`src/rtl/exe_stage.sv`:
```
// rtl/exe_stage.sv - execute stage: ALU, iterative shift-add multiplier, EX/MEM latch
module exe_stage (
    input  logic        clk,
    input  logic        clrn,
    input  logic        evalid,
    input  logic        eflush,
    input  logic        ewreg,
    input  logic        em2reg,
    input  logic        ewmem,
    input  logic [3:0]  ealuc,
    input  logic        ealuimm,
    input  logic [4:0]  edestReg,
    input  logic [31:0] eqa,
    input  logic [31:0] eqb,
    input  logic [31:0] eimm32,
    output logic        estall,
    output logic        mwreg,
    output logic        mm2reg,
    output logic        mwmem,
    output logic [4:0]  mdestReg,
    output logic [31:0] mr,
    output logic [31:0] mqb
);

    localparam logic [1:0] ST_IDLE = 2'd0;
    localparam logic [1:0] ST_BUSY = 2'd1;
    localparam logic [1:0] ST_DONE = 2'd2;

    localparam logic [3:0] OP_ADD = 4'h0;
    localparam logic [3:0] OP_SUB = 4'h1;
    localparam logic [3:0] OP_AND = 4'h2;
    localparam logic [3:0] OP_OR  = 4'h3;
    localparam logic [3:0] OP_XOR = 4'h4;
    localparam logic [3:0] OP_SLL = 4'h5;
    localparam logic [3:0] OP_SRL = 4'h6;
    localparam logic [3:0] OP_SRA = 4'h7;
    localparam logic [3:0] OP_SLT = 4'h8;
    localparam logic [3:0] OP_LUI = 4'h9;
    localparam logic [3:0] OP_MUL = 4'hA;

    logic [1:0]  state_q, state_d;
    logic [31:0] mcand_q, mcand_d;
    logic [31:0] mplier_q, mplier_d;
    logic [31:0] acc_q, acc_d;
    logic [4:0]  cnt_q, cnt_d;

    logic        mwreg_q, mwreg_d;
    logic        mm2reg_q, mm2reg_d;
    logic        mwmem_q, mwmem_d;
    logic [4:0]  mdest_q, mdest_d;
    logic [31:0] mr_q, mr_d;
    logic [31:0] mqb_q, mqb_d;

    logic [31:0] opb;
    logic [31:0] alu_res;
    logic        is_mul;

    assign opb    = ealuimm ? eimm32 : eqb;
    assign is_mul = (ealuc == OP_MUL);

    // single-cycle ALU result; mul and reserved codes produce 0 here
    always_comb begin
        alu_res = 32'd0;
        case (ealuc)
            OP_ADD:  alu_res = eqa + opb;
            OP_SUB:  alu_res = eqa - opb;
            OP_AND:  alu_res = eqa & opb;
            OP_OR:   alu_res = eqa | opb;
            OP_XOR:  alu_res = eqa ^ opb;
            OP_SLL:  alu_res = eqa << opb[4:0];
            OP_SRL:  alu_res = eqa >> opb[4:0];
            OP_SRA:  alu_res = $unsigned($signed(eqa) >>> opb[4:0]);
            OP_SLT:  alu_res = {31'd0, ($signed(eqa) < $signed(opb))};
            OP_LUI:  alu_res = opb << 16;
            default: alu_res = 32'd0;
        endcase
    end

    // stall covers the accept cycle of a mul and every BUSY cycle; DONE lets ID/EX advance
    assign estall = clrn & (((state_q == ST_IDLE) & evalid & is_mul & ~eflush)
                            | (state_q == ST_BUSY));

    // next-state: sequencer, multiplier datapath and EX/MEM contents (bubble by default)
    always_comb begin
        state_d  = state_q;
        mcand_d  = mcand_q;
        mplier_d = mplier_q;
        acc_d    = acc_q;
        cnt_d    = cnt_q;
        mwreg_d  = 1'b0;
        mm2reg_d = 1'b0;
        mwmem_d  = 1'b0;
        mdest_d  = 5'd0;
        mr_d     = 32'd0;
        mqb_d    = 32'd0;
        if (eflush) begin
            state_d = ST_IDLE;
        end else begin
            case (state_q)
                ST_IDLE: begin
                    if (evalid) begin
                        if (is_mul) begin
                            mcand_d  = eqa;
                            mplier_d = opb;
                            acc_d    = 32'd0;
                            cnt_d    = 5'd0;
                            state_d  = ST_BUSY;
                        end else begin
                            mwreg_d  = ewreg;
                            mm2reg_d = em2reg;
                            mwmem_d  = ewmem;
                            mdest_d  = edestReg;
                            mr_d     = alu_res;
                            mqb_d    = eqb;
                        end
                    end
                end
                ST_BUSY: begin
                    if (mplier_q[0]) begin
                        acc_d = acc_q + mcand_q;
                    end
                    mcand_d  = mcand_q << 1;
                    mplier_d = mplier_q >> 1;
                    cnt_d    = cnt_q + 5'd1;
                    if (cnt_q == 5'd31) begin
                        state_d = ST_DONE;
                    end
                end
                ST_DONE: begin
                    // ID/EX was frozen by the stall, so its controls still belong to the mul
                    mwreg_d  = ewreg;
                    mm2reg_d = em2reg;
                    mwmem_d  = ewmem;
                    mdest_d  = edestReg;
                    mr_d     = acc_q;
                    mqb_d    = eqb;
                    state_d  = ST_IDLE;
                end
                default: begin
                    state_d = ST_IDLE;
                end
            endcase
        end
    end

    // state and EX/MEM registers with synchronous active-low reset
    always_ff @(posedge clk) begin
        if (!clrn) begin
            state_q  <= ST_IDLE;
            mcand_q  <= 32'd0;
            mplier_q <= 32'd0;
            acc_q    <= 32'd0;
            cnt_q    <= 5'd0;
            mwreg_q  <= 1'b0;
            mm2reg_q <= 1'b0;
            mwmem_q  <= 1'b0;
            mdest_q  <= 5'd0;
            mr_q     <= 32'd0;
            mqb_q    <= 32'd0;
        end else begin
            state_q  <= state_d;
            mcand_q  <= mcand_d;
            mplier_q <= mplier_d;
            acc_q    <= acc_d;
            cnt_q    <= cnt_d;
            mwreg_q  <= mwreg_d;
            mm2reg_q <= mm2reg_d;
            mwmem_q  <= mwmem_d;
            mdest_q  <= mdest_d;
            mr_q     <= mr_d;
            mqb_q    <= mqb_d;
        end
    end

    assign mwreg    = mwreg_q;
    assign mm2reg   = mm2reg_q;
    assign mwmem    = mwmem_q;
    assign mdestReg = mdest_q;
    assign mr       = mr_q;
    assign mqb      = mqb_q;

endmodule

```
`config.mk`:
```
export PLATFORM = sky130hd
export DESIGN_NAME = exe_stage
export DESIGN_NICKNAME = d
export VERILOG_FILES = /design/src/rtl/exe_stage.sv
export SDC_FILE = /design/constraint.sdc
export NUM_CORES = 1
export LEC_CHECK = 0
export CORE_UTILIZATION = 53
export DETAILED_ROUTE_END_ITERATION = 10
export PLACE_DENSITY = 0.76
export SLEW_MARGIN = 10
export SYNTH_ARGS = -nofsm -noshare
export SYNTH_HDL_FRONTEND = slang
export SYNTH_SLANG_ARGS = --single-unit
```
`constraint.sdc`:
```
create_clock -name clk -period 3.7 [get_ports clk]
set_input_delay 0.37 -clock clk [delete_from_list [all_inputs] [get_ports clk]]
set_output_delay 0.37 -clock clk [all_outputs]
set_load 0.02 [all_outputs]
```
==> run_results.csv <==
group,metric,value,unit
outcome,outcome,"finished, final reports clean",
layout,fillers,2463,
floorplan,start_util,53.8,%
floorplan,core_area,0.0316,mm2
floorplan,ios,186,
setup_path,cp_common_cell,"buf_4",
drt,vias,21200,
timing,tightest_slew,0.854,ns
power,clock_power_share,28.7,%
clocking,numCtsBuffers,17,
timing,maxSlewHeadroom,43.1,%
setup_path,critical-path-max-stage-delay,0.50,ns
clocking,htree_levels,4,
timing,fin_crit,3.67,ns
power,power_density,294,mW/mm2
power,power.share.switching,38.7,%
clocking,tritoncts,"yes",
drt,dr.pass1.iters,7,
timing,setup_viol,0,
yosys,syn_area_per_cell,7.41,um2
setup_path,crit_chain,"clkdlybuf4s50_1, mux2i_4, ha_1, buf_4, nand2b_1, a221oi_1, buf_4, o211ai_2, buf_4, o31ai_1, buf_4, nor2_1, nor2_1, xnor2_1, a21oi_1, nor3_2",
global_route,grt_pass1_wl,124000,um
timing,rsz0062_at_grt,"yes",
layout,layout-drive-gt1-share,19.3,%
clocking,clkLatencyLatePin,0.48,ns
drt,ant_nets,0,
timing,finClkSkew,0.0165,ns
yosys,synth-main-ff-cell,"dfxtp_1",
power,p_leak,10.3,nW
power,power.internal,4.11,mW
clocking,cts_sinks,175,
floorplan,dieArea,0.0327,mm2
setup_path,critPathCaptureType,"flop",
floorplan,die_h,181,um
setup_path,worstSetupPathType,"in2reg",
setup_path,start_kind,"primary input",
worst_hold_path,hp-class,"in2reg",
layout,fin_nets,3024,
timing,hold_viol_final,0,
drt,drc,0,
timing,hold_ws,0.462,ns
global_route,grt_pass1_vias,20300,
timing,slew_viol_final,0,
clocking,cts_root_buffer,"clkbuf_16",
power,power_frac_comb,42.5,%
power,peakVddDrop,0.440,mV
clocking,clockBufferDepth,2,
yosys,ys_seq_area_share,20.6,%
placement,globalplace.congestion,1.09,
yosys,yosysUniqueCellTypes,91,
yosys,syn_inst,2290,
setup_path,cp.required,4.05,ns
floorplan,rows,65,
drt,finalWirelength,84400,um
yosys,ys_async_sr_fraction,0,%
placement,portBuffers,185,
timing,finalCritPeriodShare,99.2,%
setup_path,arrival,4.02,ns
timing,timing.fmax,0.272,GHz
yosys,synth_edf_count,0,
power,p_switching,2.59,mW
run,cap_violations,0,
drt,drt_iter0_markers,3026,
setup_path,worstPathMaxFanout,6,
setup_path,cpMaxStageDelayCell,"clkdlybuf4s50_1",
yosys,synth_nets,2543,
global_route,grt_max_degree,94,
layout,areaGrowthSynthToFinish,34.2,%
clocking,clk_pin_slew,0.08,ns
drt,routedWlPerCell,26.5,um
clocking,holdBufCountCts,0,
global_route,grt.overflow.total,0,
placement,place_hpwl,64900,um
global_route,grt.total_usage,50.4,%
yosys,synth_area,0.0170,mm2
global_route,antenna_found_initial,3,
yosys,ys_ff_latch,175,
drt,via_per_inst,6.65,
placement,dpl.cell_count,3152,
timing,postLayoutSetupSlackWorst,0.0294,ns
placement,pre_cts_slack,-0.628,ns
floorplan,die_w,181,um
yosys,ys_warn_count,0,
layout,final_cells,3189,
power,pwr-share-seq,28.8,%
cell type report:
type / instances / area, um2 / area share [%]
Clock inverter: 14 / 166 / 0.731
Tap cell: 402 / 503 / 2.21
Clock buffer: 18 / 429 / 1.88
Inverter: 105 / 399 / 1.75
Sequential cell: 175 / 3500 / 15.4
Multi-Input combinational cell: 1851 / 12600 / 55.1
Timing Repair Buffer: 621 / 5210 / 22.9
Antenna cell: 3 / 7.51 / 0.0330
cell usage in the layout, fill, tap and decap left out, drive strengths merged, types with 28 or more instances in the layout:
cell type and instances:
a31oi 28, a21oi 187, buf 439, xnor2 41
o21ai 155, nand3 48, nor2 157, nand2 304
inv 113, a21boi 36, a22oi 29, mux2i 132
clkdlybuf4s50 182, dfxtp 175, ha 137, and2 55
nor3 49, nor2b 35, o211a 32, o211ai 107
Yosys cell counts, types with 29 or more instances:
master | count | area share, %
o211ai_1 | 106 | 4.7
inv_1 | 100 | 2.2
a21boi_0 | 36 | 1.6
dfxtp_1 | 175 | 21
nor3_1 | 48 | 1.4
a22oi_1 | 29 | 1.3
mux2i_1 | 127 | 7.5
and2_1 | 54 | 2.0
a21oi_1 | 184 | 5.4
ha_1 | 137 | 10
clkbuf_1 | 109 | 2.4
o21ai_0 | 146 | 4.3
nor2b_1 | 35 | 1.3
nand2_1 | 304 | 6.7
nor2_1 | 155 | 3.4
nand3_1 | 47 | 1.4
o211a_1 | 32 | 1.9
xnor2_1 | 41 | 2.1
metrics by stage:
step	setup TNS (ns)	power (mW)	util [%]	instance area, um2
floorplan	-0.0601	3.33	-	17000
global placement	-4.76	4.65	70.0	22100
detailed placement	-5.79	4.67	70.0	22100
CTS	0	6.56	72.0	22700
global route	-0.0368	6.90	72.1	22800
finish	0	6.70	72.2	22800
worst paths after layout:
kind	cells past startpoint	startpoint	slack, ns	end
setup / recovery	16	eqb[2]	0.03	mr[12]
hold / removal	2	edestReg[2]	0.46	mdestReg[2]
setup reg to reg	12	acc_q[0]	0.18	acc_q[30]
hold reg to reg	2	mplier_q[4]	0.47	mplier_q[4]
kinds of logic (layout without fill, tap and decap cells):
logic type / Yosys count / count (layout) / synth area share (%)
adders and majority gates: 140 / 140 / 10.5
xor gates and xnor gates: 55 / 55 / 2.84
AOI/OAI and AO/OA: 778 / 778 / 30.8
DFF: 175 / 175 / 20.6
other: 0 / 3 / 0
and+or+nand+nor: 734 / 734 / 19.8
buffers and inverters: 264 / 758 / 6.35
muxes: 144 / 144 / 9.10
repair_timing:
item / 4_1_cts / 5_1_grt
pin swaps: 1 / 2
gates resized for setup: 2 / 11
setup buffers: 0 / 2
setup endpoints to repair: 1 / 14
registers in the layout (all words and copies together) (netlist names):
name,cells
acc_q,32
mcand_q,32
mplier_q,32
mqb,32
mr,32
cnt_q,5
mdestReg,5
state_q,2
mm2reg,1
mwmem,1
mwreg,1
metal layers:
layer	GRT usage, %	up-vias	share of wire [%]
li1	-	9319	-
met1	60.1	9750	36
met2	76.7	1712	42
met3	12.3	437	12
met4	41.8	0	9.5
met5	0	-	0
worst max-delay path: cells and delay by family:
| kind | cells | cell delay [ns] |
|---|---|---|
| adder cells (fa/ha/maj) | 1 | 0.32 |
| buffers and inverters | 5 | 1.24 |
| XOR/XNOR | 1 | 0.18 |
| multiplexers | 1 | 0.36 |
| AO/OA/AOI/OAI | 4 | 0.90 |
| AND/OR/NAND/NOR | 4 | 0.63 |
power by group through the flow:
| stage | sequential, mW | clock, mW | combinational [mW] |
|---|---|---|---|
| 2_1_floorplan | 1.99 | 0 | 1.34 |
| 3_3_place_gp | 1.97 | 0 | 2.69 |
| 3_5_place_dp | 1.97 | 0 | 2.70 |
| 4_1_cts | 1.93 | 1.91 | 2.72 |
| 5_1_grt | 1.93 | 1.99 | 2.98 |
| 6_report | 1.93 | 1.92 | 2.85 |
Note: power is estimated with default switching activity, not from simulation.
